File: src/rtl/xtor_stream_core.sv
// Stream transactor core: adds a constant to each accepted word (wrapping or
// saturating) and buffers results in a DEPTH-entry FIFO with flush and counters.
module xtor_stream_core #(
  parameter int unsigned DATA_WIDTH = 32,
  parameter int unsigned DEPTH      = 4,
  parameter logic [DATA_WIDTH-1:0] ADD = DATA_WIDTH'(1),
  parameter bit SATURATE            = 1'b0
) (
  input  logic                         clock,
  input  logic                         reset,
  input  logic                         flush,
  input  logic                         i_valid,
  output logic                         i_ready,
  input  logic [DATA_WIDTH-1:0]        i_data,
  output logic                         o_valid,
  input  logic                         o_ready,
  output logic [DATA_WIDTH-1:0]        o_data,
  output logic [$clog2(DEPTH+1)-1:0]   count,
  output logic [31:0]                  xfer_count
);

  localparam int unsigned AW = $clog2(DEPTH);
  localparam int unsigned CW = $clog2(DEPTH+1);

  typedef enum logic [1:0] {INIT, RUN, FLUSH} state_t;

  state_t                state, state_nxt;
  logic [AW-1:0]         wr_ptr, rd_ptr, wr_ptr_nxt, rd_ptr_nxt;
  logic [CW-1:0]         count_nxt;
  logic [31:0]           xfer_nxt;
  logic                  i_ready_nxt, o_valid_nxt;
  logic [DATA_WIDTH-1:0] o_data_nxt, f_data;
  logic [DATA_WIDTH:0]   sum;
  logic                  push, pop;
  logic [DATA_WIDTH-1:0] mem [DEPTH];

  // Carry out of the widened sum selects the clamp in saturating mode
  assign sum    = {1'b0, i_data} + {1'b0, ADD};
  assign f_data = (SATURATE && sum[DATA_WIDTH]) ? '1 : sum[DATA_WIDTH-1:0];

  always_comb begin
    state_nxt  = state;
    wr_ptr_nxt = wr_ptr;
    rd_ptr_nxt = rd_ptr;
    count_nxt  = count;
    xfer_nxt   = xfer_count;
    push       = 1'b0;
    pop        = 1'b0;
    o_data_nxt = '0;

    case (state)
      INIT: state_nxt = RUN;
      RUN: begin
        if (flush) begin
          state_nxt  = FLUSH;
          wr_ptr_nxt = '0;
          rd_ptr_nxt = '0;
          count_nxt  = '0;
        end else begin
          push = i_valid && i_ready;
          pop  = o_valid && o_ready;
        end
      end
      FLUSH: if (!flush) state_nxt = RUN;
      default: state_nxt = INIT;
    endcase

    if (push) wr_ptr_nxt = wr_ptr + AW'(1);
    if (pop) begin
      rd_ptr_nxt = rd_ptr + AW'(1);
      if (xfer_count != '1) xfer_nxt = xfer_count + 32'd1;
    end
    case ({push, pop})
      2'b10:   count_nxt = count + CW'(1);
      2'b01:   count_nxt = count - CW'(1);
      default: ;
    endcase

    i_ready_nxt = (state_nxt == RUN) && (count_nxt < CW'(DEPTH));
    o_valid_nxt = (state_nxt == RUN) && (count_nxt != '0);
    // A word written this edge into an empty FIFO becomes the head, so bypass the array
    if (o_valid_nxt)
      o_data_nxt = (push && (rd_ptr_nxt == wr_ptr)) ? f_data : mem[rd_ptr_nxt];
  end

  always_ff @(posedge clock or negedge reset) begin
    if (!reset) begin
      state      <= INIT;
      wr_ptr     <= '0;
      rd_ptr     <= '0;
      count      <= '0;
      xfer_count <= '0;
      i_ready    <= 1'b0;
      o_valid    <= 1'b0;
      o_data     <= '0;
    end else begin
      state      <= state_nxt;
      wr_ptr     <= wr_ptr_nxt;
      rd_ptr     <= rd_ptr_nxt;
      count      <= count_nxt;
      xfer_count <= xfer_nxt;
      i_ready    <= i_ready_nxt;
      o_valid    <= o_valid_nxt;
      o_data     <= o_data_nxt;
    end
  end

  // Storage array carries no reset; only entries behind valid pointers are read
  always_ff @(posedge clock) begin
    if (push) mem[wr_ptr] <= f_data;
  end

endmodule

File: config.mk
export PLATFORM = sky130hd
export DESIGN_NAME = xtor_stream_core
export DESIGN_NICKNAME = d
export VERILOG_FILES = /design/src/rtl/xtor_stream_core.sv
export SDC_FILE = /design/constraint.sdc
export NUM_CORES = 1
export LEC_CHECK = 0
export CELL_PAD_IN_SITES_DETAIL_PLACEMENT = 1
export CELL_PAD_IN_SITES_GLOBAL_PLACEMENT = 1
export CORE_MARGIN = 1
export CORE_UTILIZATION = 47
export CTS_BUF_LIST = sky130_fd_sc_hd__clkbuf_4
export DETAILED_ROUTE_END_ITERATION = 16
export PLACE_DENSITY = 0.83
export REMOVE_ABC_BUFFERS = 1
export SLEW_MARGIN = 20
export SYNTH_ARGS = -nofsm -noshare
export SYNTH_HDL_FRONTEND = slang
export SYNTH_SLANG_ARGS = --single-unit
File: constraint.sdc
create_clock -name clock -period 3.87 [get_ports clock]
set_input_delay 0.774 -clock clock [delete_from_list [all_inputs] [get_ports clock]]
set_output_delay 0.774 -clock clock [all_outputs]
set_load 0.05 [all_outputs]
== Word-level counts from Yosys, hierarchy flattened ==
Memories as Yosys holds them, arrays and structs flattened.
Index checks and enable logic that the tools add are counted.

* Add/sub/neg operators: 6
* $lt $le $gt $ge: 1
* Eq/ne operators: 7
* Mux-type cells: 20
* Reductions and logical operators: 11

{| class="wikitable"
|+ Operator list
! cell !! number
|-
| adder 32 x 1 -> 32 bit, second input constant || 2
|-
| two-way mux 32 bit || 2
|-
| != test 32 bit, second input constant || 1
|-
| two-way mux 2 bit || 8
|-
| equality test 2 x 1 -> 1 bit, second input constant || 3
|-
| two-way mux 1 bit || 6
|-
| two-way mux 3 bit || 2
|-
| case mux 2 bit (3 select lines) || 1
|-
| case mux 3 bit (2 select lines) || 1
|-
| logical AND 1 bit || 5
|-
| adder 2 x 1 -> 2 bit, second input constant || 2
|-
| equality test 2 bit, second input constant || 2
|-
| AND reduction 2 bit || 2
|-
| nonzero test 2 bit || 2
|-
| adder 3 x 1 -> 3 bit, second input constant || 1
|-
| less-than comparator 3 bit, second input constant || 1
|-
| nonzero test 3 bit || 1
|-
| subtractor 3 x 1 -> 3 bit, second input constant || 1
|-
| equality test 2 bit || 1
|-
| logical NOT 2 bit || 1
|}

* Register bits after elaboration: 75
* Memory bits (writable): 128
* Word-level logic and storage cells: 54
* Memories kept: 1

{| class="wikitable"
|+ Memory list
! name !! depth !! bits a word !! rd ports !! clocked after Yosys merged registers in !! write ports !! RTL line !! RTL
|-
| mem || 4 || 32 || 1 || 0 || 1 || 35 || <nowiki>logic [DATA_WIDTH-1:0] mem [DEPTH];</nowiki>
|}

== Longest topological paths before layout ==
Gate-level depths: netlist of run 1.

* Word-level depth: 8
* Mapped depth: 16
* Depth with buffers taken out: 13

== Worst setup path before layout of run 1 ==
No wires, ideal clock.

* Kind: input to register
* From: in flush
* To: reg o_data[1]
* Data arrival time: 3,321 ps
* Setup slack: 469 ps
* Stages: 15
* Path buffers: 3
* Cells stage by stage: clkbuf_8 > nor2_1 > and3_1 > inv_1 > ha_1 > inv_1 > fa_1 > xnor2_1 > xnor2_1 > nor2_1 > o41a_1 > or4b_1 > buf_6 > buf_12 > o22ai_2

* Longest elaborated chain between the ends: 7
* Elaborated cells on any way between the ends: 23
* Those cells by class: eq/ne (4); mux (15); reduce/logical (3); memory (1)

{| class="wikitable"
|+ Ends and longest elaborated chain
! item !! RTL line !! RTL
|-
| from (decl) || 11 || <nowiki>input logic flush,</nowiki>
|-
| two-way mux 1 bit || 54 || <nowiki>if (flush) begin</nowiki>
|-
| two-way mux 1 bit || 51 || <nowiki>case (state)</nowiki>
|-
| equality test 2 x 1 -> 1 bit or equality test 2 bit (tied branches) || 73 || <nowiki>case ({push, pop})</nowiki>
|-
| case mux 3 bit (2 select lines) || 73 ||
|-
| nonzero test 3 bit || 80 || <nowiki>o_valid_nxt = (state_nxt == RUN) && (count_nxt != '0);</nowiki>
|-
| logical AND 1 bit (*) || 80 ||
|-
| via o_valid_nxt || 31 || <nowiki>logic i_ready_nxt, o_valid_nxt;</nowiki>
|-
| two-way mux 32 bit (*) || 82 || <nowiki>if (o_valid_nxt)</nowiki>
|-
| via o_data_nxt[1] || 32 || <nowiki>logic [DATA_WIDTH-1:0] o_data_nxt, f_data;</nowiki>
|-
| to (signal assigned) || 104 || <nowiki>o_data <= o_data_nxt;</nowiki>
|-
| to (decl) || 17 || <nowiki>output logic [DATA_WIDTH-1:0] o_data,</nowiki>
|}

The timed path passes the listed nets; every way through them passes the cells marked *.
A chain may end at the register's enable or synchronous reset.

== Worst setup path in the final report of run 1 ==
* From: reg state[1]
* To: reg o_data[31]

* Longest elaborated chain between the ends: 7
* Elaborated cells on any way between the ends: 22
* Those cells by class: eq/ne (6); mux (11); reduce/logical (4); memory (1)

{| class="wikitable"
|+ Ends and longest elaborated chain
! item !! RTL line !! RTL
|-
| from (decl) || 27 || <nowiki>state_t state, state_nxt;</nowiki>
|-
| from (signal assigned) || 97 || <nowiki>state <= state_nxt;</nowiki>
|-
| equality test 2 x 1 -> 1 bit || 51 ||
|-
| two-way mux 1 bit || 51 ||
|-
| equality test 2 x 1 -> 1 bit or equality test 2 bit (tied branches) || 73 ||
|-
| case mux 3 bit (2 select lines) || 73 ||
|-
| nonzero test 3 bit || 80 ||
|-
| logical AND 1 bit (*) || 80 ||
|-
| via o_valid_nxt || 31 ||
|-
| two-way mux 32 bit (*) || 82 ||
|-
| via o_data_nxt[31] || 32 ||
|}

Marks and branches as above.

==> impl_metrics.env, run 1 <==
export IMPL_vias=7965
export IMPL_pwr_share_seq_pct=37.4
export IMPL_postCtsHoldBufs=0
export IMPL_r2r_start="state[1]$_DFF_PN0_"
export IMPL_clockPowerShare_pct=24.6
export IMPL_syn_avg_cell_area_um2=11.3
export IMPL_vias_per_cell=5.98
export IMPL_worstSetupEndpointType="flop"
export IMPL_ant_nets=0
export IMPL_crit_arrival_ps=4180
export IMPL_layout_drive_gt1_share_pct=14.4
export IMPL_drv_slew=0
export IMPL_ys_types=49
export IMPL_status="completed"
export IMPL_finalHoldViolCount=0
export IMPL_fin_total_pwr_uw=7280
export IMPL_p_leak_uw=0.00434
export IMPL_grtUsageTotal_pct=26.3
export IMPL_core_um2=21000
export IMPL_final_nets=1058
export IMPL_fin_util_pct=57.3
export IMPL_clockRootBuffer="clkbuf_4"
export IMPL_cts_resized=0
export IMPL_postCtsSetupBuffers=0
export IMPL_ys_seq_elements=203
export IMPL_r2r_end="o_data[31]$_DFF_PN0_"
export IMPL_min_period_ps=3620
export IMPL_gp_congestion=0.784
export IMPL_core_rowCount=53
export IMPL_async_flop_share_pct=36.9
export IMPL_clk_latency_ps=660
export IMPL_whs_ps=178
export IMPL_drt_iter0_markers=429
export IMPL_critPathKind="flop to flop"
export IMPL_multi_input_area_um2=3890
export IMPL_p_int_uw=4390
export IMPL_ys_seq_area_share_pct=56.6
export IMPL_syn_inst=895
export IMPL_seq_area_um2=5720
export IMPL_area_delta_synth_final_pct=19.2
export IMPL_swShare_pct=39.7
export IMPL_rsz0062_at_grt="false"
export IMPL_pre_cts_ws_ps=-171
export IMPL_h_tree_depth=2
export IMPL_maxSlewHeadroom_pct=29.5
export IMPL_synth_edff_count=128
export IMPL_start_util_pct=48.1
export IMPL_max_stage_delay_ps=680
export IMPL_r2r_setup_slack_ps=250
export IMPL_cts_tree="built"
export IMPL_critPathMostFrequentCell="xnor2_1"
export IMPL_cts_inserted_buffers=52
export IMPL_drt_wl_total_um=28500
export IMPL_io_pins=106
export IMPL_hpwl_um=16800
export IMPL_skew_ps=41.5
export IMPL_power_net_switching_uw=2890
export IMPL_critPathLaunchType="flop"
export IMPL_cap_violations=0
export IMPL_grt_pass1_wl_um=45100
export IMPL_portBuffers=105
export IMPL_reg2regPathDepth=12
export IMPL_crit_required_ps=4430
export IMPL_die_area_um2=22100
export IMPL_slowest_stage="or4b_2"
export IMPL_synthFlopType="edfxtp_1"
export IMPL_grt_ovfl_total=0
export IMPL_pwr_share_comb_pct=37.9
export IMPL_clock_path_buffers=3
export IMPL_wl_per_cell_um=21.4
export IMPL_finalSetupTns_ps=0
export IMPL_cts_sinks=203
export IMPL_antennaDiodeCount=0
export IMPL_setup_violations=0
export IMPL_die_h_um=149
export IMPL_grt_pass1_vias=8463
export IMPL_ys_warnings_count=0
export IMPL_worstMarginPinSlew_ps=1060
export IMPL_die_w_um=149
export IMPL_power_density_nw_per_um2=604
export IMPL_crit_fanout=23
export IMPL_irDropWorstVdd_mv=0.302
export IMPL_grt_max_degree=76
export IMPL_drc=0
export IMPL_timing_final_ws_setup_ps=248
export IMPL_antenna_found_initial=0
export IMPL_final_period_utilization_pct=93.6
export IMPL_fillerInstances=2229
export IMPL_hold_path_class="primary input to asynchronous set/reset pin"
export IMPL_fmax_mhz=276
export IMPL_path_cells="nand2b_1 > nor3_1 > ha_1 > inv_1 > fa_1 > xnor2_1 > xnor2_1 > nor2_1 > o41a_1 > or4b_2 > buf_12 > o22ai_1"
export IMPL_syn_area_um2=10100
export IMPL_clkTransAtPathRegs_ps=70
export IMPL_dr_pass1_iters=5
[cell usage in the layout, fill, tap and decap left out, types with 3 or more instances in the layout]
cell and instances:
edfxtp_1 128, clkdlybuf4s50_1 103, o22ai_1 98, clkbuf_4 76, dfrtp_1 74, o21ai_0 68
a21oi_1 66, nand2b_1 65, xnor2_1 47, inv_1 40, nand3_1 34, a22oi_1 33
o22ai_2 30, nand2_1 27, buf_4 21, nor2_1 19, xor2_1 18, clkinv_1 17
and3_1 12, and4_1 10, nand4_1 9, and2_1 7, ha_1 7, nor3_1 5
buf_12 4, or2_2 3
[per-layer routing]
layer	vias to the layer above	wire (µm)	part of all wire (%)	global-route usage [%]
li1	3600	-	-	-
met1	4069	12000	42	33.0
met2	258	14200	50	45.3
met3	38	1790	6.3	5.61
met4	0	438	1.5	7.94
met5	-	0	0	0
[flip-flops by register name (all words and copies together) (netlist names)]
signal / count
i_ready: 1
xfer_count: 32
rd_ptr: 2
mem: 128
o_data: 32
state: 2
o_valid: 1
count: 3
wr_ptr: 2
[critical path, delay by kind of cell (launching register included)]
kind / cells / cell delay, ps
buffers and inverters: 2 / 280
XOR/XNOR: 2 / 280
AND/OR/NAND/NOR: 4 / 1560
adder cells (fa/ha/maj): 2 / 620
flip-flops: 1 / 410
AO/OA/AOI/OAI: 2 / 410
[final cells by class]
| cell class | instances | area share, % |
|---|---|---|
| multi-input combinational | 586 | 32.3 |
| sequential | 203 | 47.5 |
| timing repair buffer | 130 | 10.7 |
| clock inverter | 21 | 0.675 |
| clock buffer | 76 | 4.74 |
| tap | 275 | 2.86 |
| inverter | 40 | 1.25 |
[Yosys cell counts, types with 2 or more instances]
master      n  share of area (%)
clkbuf_1   45                1.7
a22oi_1    33                2.5
and3_1     12               0.74
buf_12      3               0.59
xnor2_1    47                4.1
edfxtp_1  128                 38
ha_1        7               0.87
or2_2       3               0.19
nor2b_1     2               0.12
dfrtp_1    75                 19
and2_1      8               0.50
o22ai_2    30                3.7
o21ai_0    68                3.4
nor2_1     20               0.74
nand2_1    28                1.0
nand3_1    34                1.7
a21oi_1    66                3.3
buf_6       7               0.78
buf_1       8               0.30
and4_1     10               0.87
nor3_1      5               0.25
o22ai_1    98                6.1
nand2b_1   65                4.0
inv_1      40                1.5
nor4_1      2               0.12
nand3b_1    2               0.15
or3_1       2               0.12
xor2_1     18                1.6
nand4_1     9               0.56
[worst max path at each step]
stage                                    from                   end  slack (ps)  depth (start not counted)
final                      state[1]$_DFF_PN0_  o_data[31]$_DFF_PN0_         250                         12
after global routing       state[1]$_DFF_PN0_  o_data[31]$_DFF_PN0_          60                         12
after CTS                  state[1]$_DFF_PN0_  o_data[31]$_DFF_PN0_         230                         12
after detailed placement              o_ready  o_data[25]$_DFF_PN0_        -170                         13
after global placement                o_ready  o_data[31]$_DFF_PN0_          40                         13
after floorplan           rd_ptr[1]$_DFF_PN0_   o_data[0]$_DFF_PN0_       -2150                          5
[power by group through the flow]
stage	Clock, µW	Combinational [µW]	Sequential [µW]
floorplan	0	1170	3330
global placement	0	2640	2760
detailed placement	0	2740	2770
CTS	1830	2750	2720
global route	1950	2950	2740
finish	1790	2760	2730
[through the flow]
step,cells,cell area (µm²)
after detailed placement,1234,11400
after floorplan,829,9730
after global routing,1331,12000
final,1331,12000
after global placement,1234,11400
after CTS,1331,12000
[logic make-up after synthesis]
group / synth area share (%)
XOR/XNOR: 5.63
buffers and inverters: 5.15
flip-flops: 56.6
AND/OR/NAND/NOR: 11.7
multiplexers: 0.111
adder cells (fa/ha/maj): 1.06
AO/OA/AOI/OAI: 19.8
Note: power is estimated with default switching activity, not from simulation.
==> inputs of run 2 (changes only) <==
--- a/config.mk
+++ b/config.mk
@@ -9,7 +9,7 @@
 export CELL_PAD_IN_SITES_GLOBAL_PLACEMENT = 1
 export CORE_MARGIN = 1
 export CORE_UTILIZATION = 47
-export CTS_BUF_LIST = sky130_fd_sc_hd__clkbuf_4
+export CTS_BUF_LIST = sky130_fd_sc_hd__clkbuf_4 sky130_fd_sc_hd__clkbuf_8
 export DETAILED_ROUTE_END_ITERATION = 16
 export PLACE_DENSITY = 0.83
 export REMOVE_ABC_BUFFERS = 1
==> run 2 against run 1 <==
Effect of this change: utilization up 0.33 points; hold slack better by 130 ps; global-route usage down 0.11 points; cell area up 0.58%; sequential share of layout area down 0.27 points; maximum frequency up 0.59%; count of clock-buffer cells in the layout down 19; non-clock buffer count unchanged.
==> impl_metrics.env, run 2 (synthesis results as in run 1) <==
export IMPL_busiest_layer="met2"
export IMPL_worstSetupEndpointType="flop"
export IMPL_fillerInstances=2183
export IMPL_h_tree_depth=2
export IMPL_p_leak_uw=0.00433
export IMPL_min_period_ps=3600
export IMPL_cap_violations=0
export IMPL_power_density_nw_per_um2=617
export IMPL_hold_path_class="primary input to asynchronous set/reset pin"
export IMPL_clockRootBuffer="clkbuf_8"
export IMPL_maxSlewHeadroom_pct=26.5
export IMPL_ant_nets=0
export IMPL_p_int_uw=4620
export IMPL_drt_wl_total_um=28400
export IMPL_final_common_cell="edfxtp_1"
export IMPL_cts_inserted_buffers=35
export IMPL_start_util_pct=48.1
export IMPL_crit_arrival_ps=4040
export IMPL_rsz0062_at_grt="false"
export IMPL_die_w_um=149
export IMPL_finalSetupTns_ps=0
export IMPL_worstMarginPinSlew_ps=1100
export IMPL_antennaDiodeCount=0
export IMPL_crit_fanout=23
export IMPL_final_nets=1041
export IMPL_clkTransAtPathRegs_ps=60
export IMPL_top_register="mem"
export IMPL_vias_per_cell=6.03
export IMPL_portBuffers=105
export IMPL_use_met3_pct=5.06
export IMPL_core_um2=21000
export IMPL_grt_ovfl_total=0
export IMPL_clock_path_buffers=3
export IMPL_grt_pass1_wl_um=44700
export IMPL_power_net_switching_uw=2860
export IMPL_largest_reg_flops=128
export IMPL_crit_required_ps=4310
export IMPL_status="completed"
export IMPL_finalHoldViolCount=0
export IMPL_clk_latency_ps=520
export IMPL_antenna_found_initial=0
export IMPL_drv_slew=0
export IMPL_dr_pass1_iters=5
export IMPL_cts_resized=0
export IMPL_cts_tree="built"
export IMPL_die_h_um=149
export IMPL_irDropWorstVdd_mv=0.292
export IMPL_grtUsageTotal_pct=26.2
export IMPL_place_inst=1234
export IMPL_critPathKind="flop to flop"
export IMPL_grt_pass1_vias=8283
export IMPL_pre_cts_ws_ps=-171
export IMPL_critPathLaunchType="flop"
export IMPL_grt_util_met2_pct=45.0
export IMPL_timing_final_ws_setup_ps=269
export IMPL_whs_ps=308
export IMPL_io_pins=106
export IMPL_area_delta_synth_final_pct=19.9
export IMPL_vias=7810
export IMPL_final_period_utilization_pct=93.0
export IMPL_die_area_um2=22100
export IMPL_pwr_share_seq_pct=36.5
export IMPL_setup_violations=0
export IMPL_clockPowerShare_pct=26.7
export IMPL_grt_max_degree=76
export IMPL_postCtsHoldBufs=0
export IMPL_drc=0
export IMPL_reg_top3="mem x128, o_data x32, xfer_count x32"
export IMPL_pwr_share_comb_pct=36.8
export IMPL_skew_ps=11.3
export IMPL_wl_per_cell_um=21.9
export IMPL_gp_congestion=0.784
export IMPL_hpwl_um=16800
export IMPL_grtUsageMet1_pct=32.6
export IMPL_final_cell_count_no_fill=1296
export IMPL_layout_drive_gt1_share_pct=12.9
export IMPL_fmax_mhz=278
export IMPL_drt_iter0_markers=456
export IMPL_swShare_pct=38.2
export IMPL_final_cell_mix="edfxtp_1 (128), clkdlybuf4s50_1 (103), o22ai_1 (98), dfrtp_1 (74), o21ai_0 (68)"
export IMPL_core_rowCount=53
export IMPL_postCtsSetupBuffers=0
export IMPL_cts_sinks=203
[run 2: cell types whose count changed in the layout (fill, tap and decap cells not counted), sizes merged]
| cell | change |
|---|---|
| clkbuf | -19 |
| clkinvlp | +1 |
| clkinv | -15 |
| inv | -2 |
[run 2: metal layers]
| metal | part of all wire [%] | wire length (µm) | vias to the layer above |
|---|---|---|---|
| met5 | 0 | 0 | - |
| met1 | 41 | 11700 | 3955 |
| li1 | - | - | 3535 |
| met2 | 50 | 14200 | 264 |
| met4 | 2.4 | 693 | 0 |
| met3 | 6.4 | 1800 | 56 |
[run 2: metrics by stage]
step / total power (µW) / utilization (%) / instance area (µm²)
5_1_grt: 7820 / 57.6 / 12100
4_1_cts: 7520 / 57.6 / 12100
6_report: 7480 / 57.6 / 12100
3_3_place_gp: 5400 / 54.2 / 11400
2_1_floorplan: 4510 / - / 9730
3_5_place_dp: 5500 / 54.2 / 11400
[run 2: area by class of cell]
type	count	area (µm²)	area share [%]
clock inverter	5	25.0	0.207
inverter	40	150	1.24
clock buffer	57	697	5.75
tap	275	344	2.84
multi-input combinational	586	3890	32.1
timing repair buffer	130	1280	10.6
sequential	203	5720	47.2
[run 2: final timing paths]
| check | start | to | slack, ps | depth (start not counted) |
|---|---|---|---|---|
| min in group clock | xfer_count[10]$_DFFE_PN0P_ | xfer_count[10]$_DFFE_PN0P_ | 490 | 1 |
| worst min-delay path | reset | o_data[18]$_DFF_PN0_ | 310 | 1 |
| worst min register to register | xfer_count[10]$_DFFE_PN0P_ | xfer_count[10]$_DFFE_PN0P_ | 490 | 1 |
| worst max register to register | state[1]$_DFF_PN0_ | o_data[10]$_DFF_PN0_ | 270 | 12 |
| max in group asynchronous | reset | rd_ptr[1]$_DFF_PN0_ | 3020 | 1 |
| worst max-delay path | state[1]$_DFF_PN0_ | o_data[10]$_DFF_PN0_ | 270 | 12 |
[run 2: critical path: stages, from the launching register on]
cell and delay, ps:
dfrtp_1 400, nand2b_1 350, nor3_1 360, ha_1 240, inv_1 60, fa_1 390, xnor2_1 150, xnor2_1 140
nor2_1 140, o41a_1 210, or4b_2 670, buf_12 220, o22ai_2 190
[run 2: power groups by stage]
stage / clock network, µW / registers [µW] / logic (µW)
floorplan: 0 / 3330 / 1170
global placement: 0 / 2760 / 2640
detailed placement: 0 / 2770 / 2740
CTS: 2030 / 2730 / 2760
global route: 2130 / 2750 / 2950
finish: 2000 / 2730 / 2750
==> inputs of run 3 (changes only) <==
--- a/config.mk
+++ b/config.mk
@@ -8,10 +8,10 @@
 export CELL_PAD_IN_SITES_DETAIL_PLACEMENT = 1
 export CELL_PAD_IN_SITES_GLOBAL_PLACEMENT = 1
 export CORE_MARGIN = 1
-export CORE_UTILIZATION = 47
+export CORE_UTILIZATION = 43
 export CTS_BUF_LIST = sky130_fd_sc_hd__clkbuf_4 sky130_fd_sc_hd__clkbuf_8
 export DETAILED_ROUTE_END_ITERATION = 16
-export PLACE_DENSITY = 0.83
+export PLACE_DENSITY = 0.8
 export REMOVE_ABC_BUFFERS = 1
 export SLEW_MARGIN = 20
 export SYNTH_ARGS = -nofsm -noshare
==> constraint.sdc (replaced) <==
create_clock -name clock -period 3.3 [get_ports clock]
set_input_delay 0.66 -clock clock [delete_from_list [all_inputs] [get_ports clock]]
set_output_delay 0.66 -clock clock [all_outputs]
set_load 0.05 [all_outputs]
==> run 3 against run 2 <==
Effect of this change: utilization down 2.8 points; count of clock-buffer cells in the layout down 4; clock power up 23%; non-clock buffer count up 26; worst setup slack worse by 240 ps; cell area up 3.4%; hold slack worse by 150 ps; via count up 0.47%; combinational power up 25%; sequential power up 15%; routed wire length up 2.5%; global-route usage down 1.8 points; critical path type is now primary input to flop; largest cell class unchanged; largest power group unchanged.
==> impl_metrics.env, run 3 (synthesis results as in run 1) <==
export IMPL_status="completed"
export IMPL_irDropWorstVdd_mv=0.356
export IMPL_path_cells="clkdlybuf4s50_1 > nand2_2 > nor3_4 > ha_2 > inv_1 > fa_2 > xnor2_2 > xnor2_1 > nor2_1 > o41a_1 > or4b_4 > buf_12 > o22ai_2"
export IMPL_grt_pass1_wl_um=45600
export IMPL_antenna_found_initial=1
export IMPL_crit_required_ps=3720
export IMPL_drt_wl_total_um=29100
export IMPL_area_delta_synth_final_pct=24.0
export IMPL_fmax_mhz=306
export IMPL_critPathKind="primary input to flop"
export IMPL_drt_iter0_markers=662
export IMPL_final_period_utilization_pct=99.2
export IMPL_die_w_um=155
export IMPL_cts_tree="built"
export IMPL_final_cell_mix="edfxtp_1 (128), clkdlybuf4s50_1 (103), o22ai_1 (97), dfrtp_1 (74), o21ai_0 (68)"
export IMPL_fin_total_pwr_uw=9040
export IMPL_io_pins=106
export IMPL_largest_reg_flops=128
export IMPL_portBuffers=105
export IMPL_grt_pass1_vias=8275
export IMPL_p_leak_uw=0.00452
export IMPL_clock_path_buffers=3
export IMPL_clockRootBuffer="clkbuf_8"
export IMPL_worstMarginPinSlew_ps=880
export IMPL_fin_util_pct=54.8
export IMPL_start_util_pct=44.2
export IMPL_cts_sinks=203
export IMPL_maxSlewHeadroom_pct=41.4
export IMPL_reg_top3="mem x128, o_data x32, xfer_count x32"
export IMPL_core_um2=22800
export IMPL_whs_ps=159
export IMPL_power_density_nw_per_um2=722
export IMPL_ant_nets=0
export IMPL_finalHoldViolCount=0
export IMPL_cap_violations=0
export IMPL_worstSetupEndpointType="flop"
export IMPL_layout_drive_gt1_share_pct=15.7
export IMPL_slowest_stage="or4b_4"
export IMPL_max_stage_delay_ps=570
export IMPL_grtUsageTotal_pct=24.4
export IMPL_crit_arrival_ps=3690
export IMPL_die_h_um=155
export IMPL_hold_path_class="primary input to asynchronous set/reset pin"
export IMPL_postCtsHoldBufs=0
export IMPL_dr_pass1_iters=5
export IMPL_wl_per_cell_um=21.4
export IMPL_fillerInstances=2424
export IMPL_grt_ovfl_total=0
export IMPL_clkTransAtPathRegs_ps=60
export IMPL_setup_violations=0
export IMPL_clk_latency_ps=530
export IMPL_min_period_ps=3270
export IMPL_drv_slew=0
export IMPL_gp_congestion=0.804
export IMPL_die_area_um2=24100
export IMPL_drc=0
export IMPL_top_register="mem"
export IMPL_final_common_cell="edfxtp_1"
export IMPL_antennaDiodeCount=0
export IMPL_vias=7847
export IMPL_hpwl_um=17600
export IMPL_critPathLaunchType="primary input"
export IMPL_vias_per_cell=5.77
export IMPL_core_rowCount=55
export IMPL_h_tree_depth=2
export IMPL_final_nets=1067
export IMPL_cts_inserted_buffers=35
export IMPL_reg2regPathDepth=12
export IMPL_crit_fanout=8
export IMPL_skew_ps=36.5
export IMPL_grt_max_degree=78
[run 3: cell count changes in the layout (fill, tap and decap cells not counted), sizes merged]
cell	change
clkbuf	-3
buf	+25
bufinv	+2
clkinv	-1
clkinvlp	+2
[run 3: repair_timing]
action / in CTS / in global routing
cloned: 1 / 1
setup endpoints to repair: 32 / 32
pin swaps: 0 / 3
resized for setup: 2 / 9
setup buffers: 0 / 2
[run 3: worst max-delay path, delay by kind of cell]
| family | cells | cell delay, ps |
|---|---|---|
| fa+ha+maj | 2 | 600 |
| simple gates | 4 | 1020 |
| xor+xnor | 2 | 270 |
| compound gates | 2 | 360 |
| buf+inv | 3 | 780 |
[run 3: stage by stage]
stage          setup TNS [ps]  setup slack [ps]  area (µm²)  std cells
5_1_grt                  -280             -24.8       12500       1359
3_5_place_dp           -19500              -636       11700       1294
3_3_place_gp           -13500              -434       11700       1294
2_1_floorplan          -86050             -2720        9730        829
6_report                    0              27.2       12500       1359
4_1_cts                     0              37.3       12500       1356
[run 3: cell type report]
cell class | instances | area, µm² | area share [%]
clock buffers | 53 | 654 | 5.22
clock inverters | 8 | 95.1 | 0.759
inverters | 40 | 150 | 1.20
multi-input cells | 586 | 3930 | 31.4
flip-flops and latches | 203 | 5720 | 45.7
well taps | 313 | 392 | 3.13
repair buffers | 156 | 1580 | 12.6
[run 3: final timing paths]
kind                                             from                    endpoint  slack [ps]
max reg2reg                        state[1]$_DFF_PN0_        o_data[21]$_DFF_PN0_         130
max                                           o_ready        o_data[21]$_DFF_PN0_          30
min reg2reg                xfer_count[10]$_DFFE_PN0P_  xfer_count[10]$_DFFE_PN0P_         500
min                                             reset  xfer_count[26]$_DFFE_PN0P_         160
min in group clock         xfer_count[10]$_DFFE_PN0P_  xfer_count[10]$_DFFE_PN0P_         500
max in group asynchronous                       reset         o_data[7]$_DFF_PN0_        2400
[run 3: report_power, final]
part           switching [µW]  internal (µW)
Sequential                175           2980
Clock                    1040           1420
Combinational            2200           1230
Total                    3410           5630
[run 3: layer usage]
metal  up-vias  wire length (µm)  GRT usage, %
met2       242             14600          42.3
li1       3586                 -             -
met5         -                 9             0
met3        54              1650          4.54
met1      3963             12200          30.6
met4         2               646          8.26
